--- src/rtl/dac_sample_pacer_if.sv ---
// Producer/modulator-side signal bundle for dac_sample_pacer.
// The master modport is the producer/observer; the slave modport is the pacer.
interface dac_sample_pacer_if #(
    parameter int WIDTH = 16,
    parameter int DEPTH = 8
);
    logic                   in_valid;
    logic                   in_ready;
    logic [WIDTH-1:0]       in_left;
    logic [WIDTH-1:0]       in_right;
    logic [WIDTH-1:0]       out_left;
    logic [WIDTH-1:0]       out_right;
    logic                   out_strobe;
    logic [$clog2(DEPTH):0] level;
    logic                   underrun;
    logic                   clr_underrun;

    modport master (
        output in_valid, in_left, in_right, clr_underrun,
        input  in_ready, out_left, out_right, out_strobe, level, underrun
    );

    modport slave (
        input  in_valid, in_left, in_right, clr_underrun,
        output in_ready, out_left, out_right, out_strobe, level, underrun
    );
endinterface

--- src/rtl/dac_sample_pacer.sv ---
// Stereo PCM FIFO that releases one sample pair every DIV clk27 cycles.
// On an empty tick the last pair is held and a sticky underrun flag is raised.
module dac_sample_pacer #(
    parameter int WIDTH = 16,
    parameter int DEPTH = 8,
    parameter int DIV   = 562
) (
    input logic                clk27,
    input logic                n_rst,
    dac_sample_pacer_if.slave  bus
);
    localparam int PTR_W = $clog2(DEPTH);
    localparam int LVL_W = PTR_W + 1;
    localparam int DIV_W = $clog2(DIV);

    logic [DIV_W-1:0]   div_q, div_d;
    logic [PTR_W-1:0]   wr_q, wr_d, rd_q, rd_d;
    logic [LVL_W-1:0]   lvl_q, lvl_d;
    logic [WIDTH-1:0]   left_q, left_d, right_q, right_d;
    logic               strobe_q, strobe_d;
    logic               und_q, und_d;
    logic [2*WIDTH-1:0] mem [DEPTH];

    logic tick, push, pop, empty, full;

    assign tick  = (div_q == DIV_W'(DIV - 1));
    assign empty = (lvl_q == '0);
    assign full  = (lvl_q == LVL_W'(DEPTH));
    // Both decisions use the registered level, so a push into an empty FIFO
    // cannot satisfy the same tick and a pop cannot raise in_ready early.
    assign push  = bus.in_valid && !full;
    assign pop   = tick && !empty;

    always_comb begin
        div_d    = tick ? '0 : div_q + 1'b1;
        wr_d     = push ? wr_q + 1'b1 : wr_q;
        rd_d     = pop  ? rd_q + 1'b1 : rd_q;
        lvl_d    = lvl_q;
        left_d   = left_q;
        right_d  = right_q;
        strobe_d = pop;
        und_d    = und_q;

        if (push && !pop) begin
            lvl_d = lvl_q + 1'b1;
        end else if (pop && !push) begin
            lvl_d = lvl_q - 1'b1;
        end

        if (pop) begin
            {left_d, right_d} = mem[rd_q];
        end

        if (tick && empty) begin
            und_d = 1'b1;
        end else if (bus.clr_underrun) begin
            und_d = 1'b0;
        end
    end

    always_ff @(posedge clk27 or negedge n_rst) begin
        if (!n_rst) begin
            div_q    <= '0;
            wr_q     <= '0;
            rd_q     <= '0;
            lvl_q    <= '0;
            left_q   <= '0;
            right_q  <= '0;
            strobe_q <= 1'b0;
            und_q    <= 1'b0;
        end else begin
            div_q    <= div_d;
            wr_q     <= wr_d;
            rd_q     <= rd_d;
            lvl_q    <= lvl_d;
            left_q   <= left_d;
            right_q  <= right_d;
            strobe_q <= strobe_d;
            und_q    <= und_d;
        end
    end

    // Storage is unreset: pointers and level alone define what is readable.
    always_ff @(posedge clk27) begin
        if (push) begin
            mem[wr_q] <= {bus.in_left, bus.in_right};
        end
    end

    assign bus.in_ready   = !full;
    assign bus.out_left   = left_q;
    assign bus.out_right  = right_q;
    assign bus.out_strobe = strobe_q;
    assign bus.level      = lvl_q;
    assign bus.underrun   = und_q;
endmodule

--- src/flat_wrapper.sv ---
// flat-port wrapper written by rule: the top's interface ports become plain ports
module dac_sample_pacer_flat 
#(
    parameter int WIDTH = 16,
    parameter int DEPTH = 8,
    parameter int DIV   = 562
)
  (clk27, n_rst, bus_in_valid, bus_in_left, bus_in_right, bus_clr_underrun, bus_in_ready, bus_out_left, bus_out_right, bus_out_strobe, bus_level, bus_underrun);
  dac_sample_pacer_if #(.WIDTH(WIDTH), .DEPTH(DEPTH)) bus_i ();
  input logic clk27;
  input logic n_rst;
  input wire logic [$bits(bus_i.in_valid)-1:0] bus_in_valid;
  input wire logic [$bits(bus_i.in_left)-1:0] bus_in_left;
  input wire logic [$bits(bus_i.in_right)-1:0] bus_in_right;
  input wire logic [$bits(bus_i.clr_underrun)-1:0] bus_clr_underrun;
  output wire logic [$bits(bus_i.in_ready)-1:0] bus_in_ready;
  output wire logic [$bits(bus_i.out_left)-1:0] bus_out_left;
  output wire logic [$bits(bus_i.out_right)-1:0] bus_out_right;
  output wire logic [$bits(bus_i.out_strobe)-1:0] bus_out_strobe;
  output wire logic [$bits(bus_i.level)-1:0] bus_level;
  output wire logic [$bits(bus_i.underrun)-1:0] bus_underrun;
  assign bus_i.in_valid = bus_in_valid;
  assign bus_i.in_left = bus_in_left;
  assign bus_i.in_right = bus_in_right;
  assign bus_i.clr_underrun = bus_clr_underrun;
  assign bus_in_ready = bus_i.in_ready;
  assign bus_out_left = bus_i.out_left;
  assign bus_out_right = bus_i.out_right;
  assign bus_out_strobe = bus_i.out_strobe;
  assign bus_level = bus_i.level;
  assign bus_underrun = bus_i.underrun;
  dac_sample_pacer #(.WIDTH(WIDTH), .DEPTH(DEPTH), .DIV(DIV)) u_core (.clk27(clk27), .n_rst(n_rst), .bus(bus_i));
endmodule
--- config.mk ---
export PLATFORM = sky130hd
export DESIGN_NAME = dac_sample_pacer_flat
export DESIGN_NICKNAME = d
export VERILOG_FILES = /design/src/rtl/dac_sample_pacer_if.sv /design/src/rtl/dac_sample_pacer.sv /design/src/flat_wrapper.sv
export SDC_FILE = /design/constraint.sdc
export NUM_CORES = 1
export LEC_CHECK = 0
export ABC_AREA = 1
export BUFFER_PORTS_ARGS = -buffer_cell sky130_fd_sc_hd__buf_2
export CAP_MARGIN = 20
export CORE_MARGIN = 2
export CORE_UTILIZATION = 60
export DETAILED_ROUTE_END_ITERATION = 8
export GPL_TIMING_DRIVEN = 0
export PLACE_DENSITY = 0.79
export SYNTH_ARGS = -nofsm -noshare
export SYNTH_HDL_FRONTEND = slang
export SYNTH_SLANG_ARGS = --single-unit
--- constraint.sdc ---
create_clock -name clk27 -period 6.3 [get_ports clk27]
set_clock_uncertainty 0.1 [all_clocks]
set_input_delay 0.63 -clock clk27 [delete_from_list [all_inputs] [get_ports clk27]]
set_output_delay 0.63 -clock clk27 [all_outputs]
set_load 0.03 [all_outputs]
# [Word level (Yosys, flattened, before mapping)]
# Memories as Yosys holds them, arrays and structs flattened. A register that Yosys moved wholly into a read port is not among the register bits.
# Cells that the tools add are included.
# Widths: inputs -> output; s select.
[op_classes] add_sub_neg=5 eq_ne=2 n_mux=7 reduce_logical=13
[ops] cell="$add 10x1->10 const B" n=1
[ops] cell="$eq 10x10->1 const B" n=1
[ops] cell="$mux 10" n=1
[ops] cell="$mux 4" n=2
[ops] cell="$add 3x1->3 const B" n=2
[ops] cell="$logic_and 1x1->1" n=5
[ops] cell="$logic_not 1->1" n=5
[ops] cell="$add 4x1->4 const B" n=1
[ops] cell="$eq 4x4->1 const B" n=1
[ops] cell="$logic_not 4->1" n=1
[ops] cell="$mux 1" n=4
[ops] cell="$reduce_bool 2->1" n=2
[ops] cell="$sub 4x1->4 const B" n=1
[word_totals] regBits=22 ramBits=256 inputBits=36 output_inout_bits=39 elab_cells=34 memories=1
[memory_table] name="u_core.mem" depth=8 word_bits=32 rd=1 rd_ports_with_merged_regs=1 write_ports=1 line_no="dac_sample_pacer.sv:22" text="logic [2*WIDTH-1:0] mem [DEPTH];"

# [Depth between registers and ports, before layout]
[logic_depth] word_depth=7 mapped_depth=15 mapped_depth_nobuf=15

# [Least setup slack after synthesis]
# No wires, ideal clock.
[synth_timing] kind="register -> register" start="register u_core.lvl_q[0], in the netlist u_core.bus.level[0]" end="memory u_core.mem[0][0] (netlist name), enable pin" setup_ps=421 t_arrival_ps=2847 t_required_ps=5779 setup_slack_ps=2932 path_stages_with_launch=6 path_buffers=0 synth_period_minus_slack_ps=3368 path_cell_list="dfrtp_1 > nor2_1 > nand3b_1 > nand2_1 > or2_2 > nor2_1"
[synth_between] elab_chain_cells=5
[synth_lines] element="start, declared" line_no="dac_sample_pacer.sv:18" text="logic [LVL_W-1:0] lvl_q, lvl_d;"
[synth_lines] element="start signal, assigned" line_no="dac_sample_pacer.sv:75" text="lvl_q <= lvl_d;"
[synth_lines] element="$eq 4x4->1" line_no="dac_sample_pacer.sv:28" text="assign full = (lvl_q == LVL_W'(DEPTH));"
[synth_lines] element="$logic_not 1->1"
[synth_lines] element="via bus_in_ready" line_no="flat_wrapper.sv:16" text="output wire logic [$bits(bus_i.in_ready)-1:0] bus_in_ready;"
[synth_lines] element="$logic_and 1x1->1" line_no="dac_sample_pacer.sv:31" text="assign push = bus.in_valid && !full;"
[synth_lines] element="$mux 1" line_no="dac_sample_pacer.sv:85" text="if (push) begin"
[synth_lines] element="$mux 1 (implied by the code)" line_no="dac_sample_pacer.sv:86" text="mem[wr_q] <= {bus.in_left, bus.in_right};"
[synth_lines] element="end, declared" line_no="dac_sample_pacer.sv:22"
# The timed path passes the listed nets, and every way through them passes these cells.

# [Worst setup path after layout]
[layout_timing] start="register u_core.div_q[1]" end="register u_core.lvl_q[3], in the netlist u_core.bus.level[3]"
[layout_between] elab_chain_cells=5 elab_cells_between_ends=7 cone_classes="eq/ne (1); mux (1); reduce/logical (5)"
[layout_lines] element="start, declared" line_no="dac_sample_pacer.sv:16" text="logic [DIV_W-1:0] div_q, div_d;"
[layout_lines] element="start signal, assigned" line_no="dac_sample_pacer.sv:72" text="div_q <= div_d;"
[layout_lines] element="$eq 10x10->1 *" line_no="dac_sample_pacer.sv:26" text="assign tick = (div_q == DIV_W'(DIV - 1));"
[layout_lines] element="$logic_and 1x1->1 *" line_no="dac_sample_pacer.sv:32" text="assign pop = tick && !empty;"
[layout_lines] element="via u_core.pop" line_no="dac_sample_pacer.sv:24" text="logic tick, push, pop, empty, full;"
[layout_lines] element="$logic_not 1->1" line_no="dac_sample_pacer.sv:44" text="if (push && !pop) begin"
[layout_lines] element="$logic_and 1x1->1" line_no="dac_sample_pacer.sv:44"
[layout_lines] element="$mux 4 or $reduce_bool 2->1 (tied branches)"
# Mark *: on every way through the listed nets, which the timed path passes. The rest lies on a longest branch.
# A chain may end at the register's enable or synchronous reset.

==> impl_metrics.json <==
{
  "cts_tree": "built",
  "synth-seq-cells": 310,
  "place_congestion": 0.830,
  "postCtsSetupBuffers": 0,
  "crit_path_end_kind": "flop",
  "first_iter_violations": 1068,
  "worstSetupPathType": "reg -> reg",
  "synthCells": 1383,
  "fin_crit_ns": 2.75,
  "max-slew-margin-rel_pct": 44.6,
  "cp_max_fo": 5,
  "max_freq_mhz": 364,
  "clockBufferDepth": 3,
  "violations": "hold timing",
  "die_w_um": 154,
  "first_pass_iters": 7,
  "rows": 54,
  "dp_cells": 1746,
  "yosysSeqAreaShare_pct": 66.9,
  "io_buffers": 74,
  "crit_top_cell": "nand2_1",
  "die_h_um": 154,
  "place_hpwl_mm": 19.2,
  "mostFrequentLayoutCell": "nand2_1",
  "cts_sinks": 310,
  "maxSlewViolCount": 0,
  "rrSetupSlack_ns": 3.55,
  "synth_area_sq_um": 13500,
  "drive_above_1_share_pct": 12.4,
  "cts_max_level": 2,
  "grt_pass1_vias": 9473,
  "vias": 9458,
  "tns_ns": 0,
  "syn_nets": 1427,
  "die_area_sq_um": 23700,
  "grt_max_degree": 37,
  "insertion_delay_ns": 0.50,
  "core_sq_um": 22000,
  "synth_edf_count": 256,
  "worstPathCellList": "inv_1 -> ha_1 -> nand2_1 -> nor2_1 -> nand3_1 -> nor2_1 -> inv_1 -> ha_1 -> inv_1 -> ha_1 -> a21oi_1 -> nand2_1 -> xor2_1 -> nand2_1 -> nand2_1",
  "stdcell_count": 1808,
  "yosys_warnings": 0,
  "tightest_slew_ns": 0.831,
  "crit_required_ns": 6.59,
  "cts_buffers": 34,
  "drv_cap": 0,
  "drcViolationCount": 0,
  "detail-route-antenna-nets": 0,
  "antenna_found_initial": 1,
  "async_flop_share_pct": 17.4,
  "status": "finished with violations",
  "grtUsageTotal_pct": 26.6,
  "cpPeakStageDelay_ns": 0.45,
  "p_leak_nw": 7.51,
  "ir_drop_mv": 0.238,
  "clk_pin_slew_ns": 0.06,
  "vias_per_cell": 5.23,
  "synth.distinct_cells": 28,
  "wire_per_inst_um": 17.1,
  "cp-start-kind": "flop",
  "nets": 1546,
  "initial_core_util_pct": 61.5,
  "cts_resized": 0,
  "holdBufCountCts": 0,
  "cts-root-buf": "clkbuf_16",
  "syn_to_final_growth_pct": 15.2,
  "setup_viol": 0,
  "rsz0062_at_grt": "no",
  "gr-total-overflow": 0,
  "finalHoldViolations": 11,
  "synthFlopType": "edfxtp_1",
  "hp-class": "in -> async",
  "syn_avg_cell_area_sq_um": 9.77,
  "holdWs_ns": -0.00750,
  "num_io_pins": 75,
  "min_period_over_period_pct": 43.6,
  "cp_slowest_cell": "nor2_1",
  "crit_arrival_ns": 3.04,
  "drt_wl_total_mm": 30.8,
  "power.density_nw_per_um2": 329,
  "grt_pass1_wl_mm": 48.4,
  "mostFrequentLayoutCells": "nand2_1, inv_1, edfxtp_1"
}
[per-layer routing]
metal,GRT usage [%],up-vias,share of wire [%]
met5,0,-,0
met3,4.93,79,9.9
met2,44.1,490,49
met4,11.8,0,2.7
li1,-,4514,-
met1,34.7,4375,39
[cell families after synthesis]
family	Yosys count	synth area share, %
DFF	310	66.9
and+or+nand+nor	711	21.3
xor gates and xnor gates	13	0.843
AOI/OAI and AO/OA	7	0.269
buffers and inverters	334	9.85
adders and majority gates	8	0.796
[metrics by stage]
stage               hold slack [ns]  power [mW]  setup WS [ns]  area (sq um)  util [%]
finish                     -0.00750        5.12           3.55         15600      70.9
global route                 0.0331        5.30           3.31         15600      70.9
CTS                         0.00495        5.13           3.55         15600      70.9
detailed placement            0.360        3.26           3.58         14500      66.0
global placement              0.356        3.16           1.98         14200      64.8
floorplan                     0.234        2.99           2.93         13500         -
[cells in the mapped netlist (2+ instances only)]
cell type | number | share of area, %
nand2_1 | 545 | 15
inv_1 | 277 | 7.7
edfxtp_1 | 256 | 57
nand3_1 | 135 | 5.0
dfrtp_1 | 54 | 10
buf_2 | 42 | 1.6
nor2_1 | 22 | 0.61
clkbuf_1 | 7 | 0.19
ha_1 | 7 | 0.65
xnor2_1 | 7 | 0.45
xor2_1 | 6 | 0.39
o21ai_0 | 4 | 0.15
buf_1 | 3 | 0.083
buf_6 | 3 | 0.25
nor3_1 | 2 | 0.074
[sequential cells by signal (all words and copies together) (netlist names), 3 cells and up]
signal                flops
u_core.bus.out_right     16
u_core.mem              256
u_core.bus.level          4
u_core.bus.out_left      16
u_core.rd_q               3
u_core.wr_q               3
u_core.div_q             10
[worst paths after layout]
check | from | endpoint | depth (start not counted)
hold / removal | n_rst | u_core.bus.out_right[3]$_DFFE_PN0P_ | 1
setup / recovery | u_core.div_q[1]$_DFF_PN0_ | u_core.bus.level[3]$_DFFE_PN0P_ | 15
max in group asynchronous | n_rst | u_core.div_q[4]$_DFF_PN0_ | 2
hold reg to reg | u_core.bus.out_right[5]$_DFFE_PN0P_ | u_core.bus.out_right[5]$_DFFE_PN0P_ | 2
min in group clk27 | bus_clr_underrun | u_core.bus.underrun$_DFFE_PN0P_ | 2
setup reg to reg | u_core.div_q[1]$_DFF_PN0_ | u_core.bus.level[3]$_DFFE_PN0P_ | 15
[report_power, final]
part | switching (mW) | internal, mW
clock | 0.751 | 1.13
combinational | 0.449 | 0.203
sequential | 0.0762 | 2.50
total | 1.28 | 3.84
[critical path: cells and delay by family (launching register included)]
kind / cells / cell delay, ns
XOR/XNOR: 1 / 0.14
flip-flops: 1 / 0.40
adder cells (fa/ha/maj): 3 / 0.68
AO/OA/AOI/OAI: 1 / 0.15
AND/OR/NAND/NOR: 7 / 0.88
buffers and inverters: 3 / 0.27
[final cells by class]
class                      count  area, sq um
clock buffer                  53         1000
clock inverter                 8         65.1
antenna                        1         2.50
inverter                     279         1050
multi-input combinational    739         3200
buffer                        55          282
fill                        1488         6390
sequential                   310         9040
timing repair buffer          83          573
tap                          280          350
(Power assumes the default switching activity.)
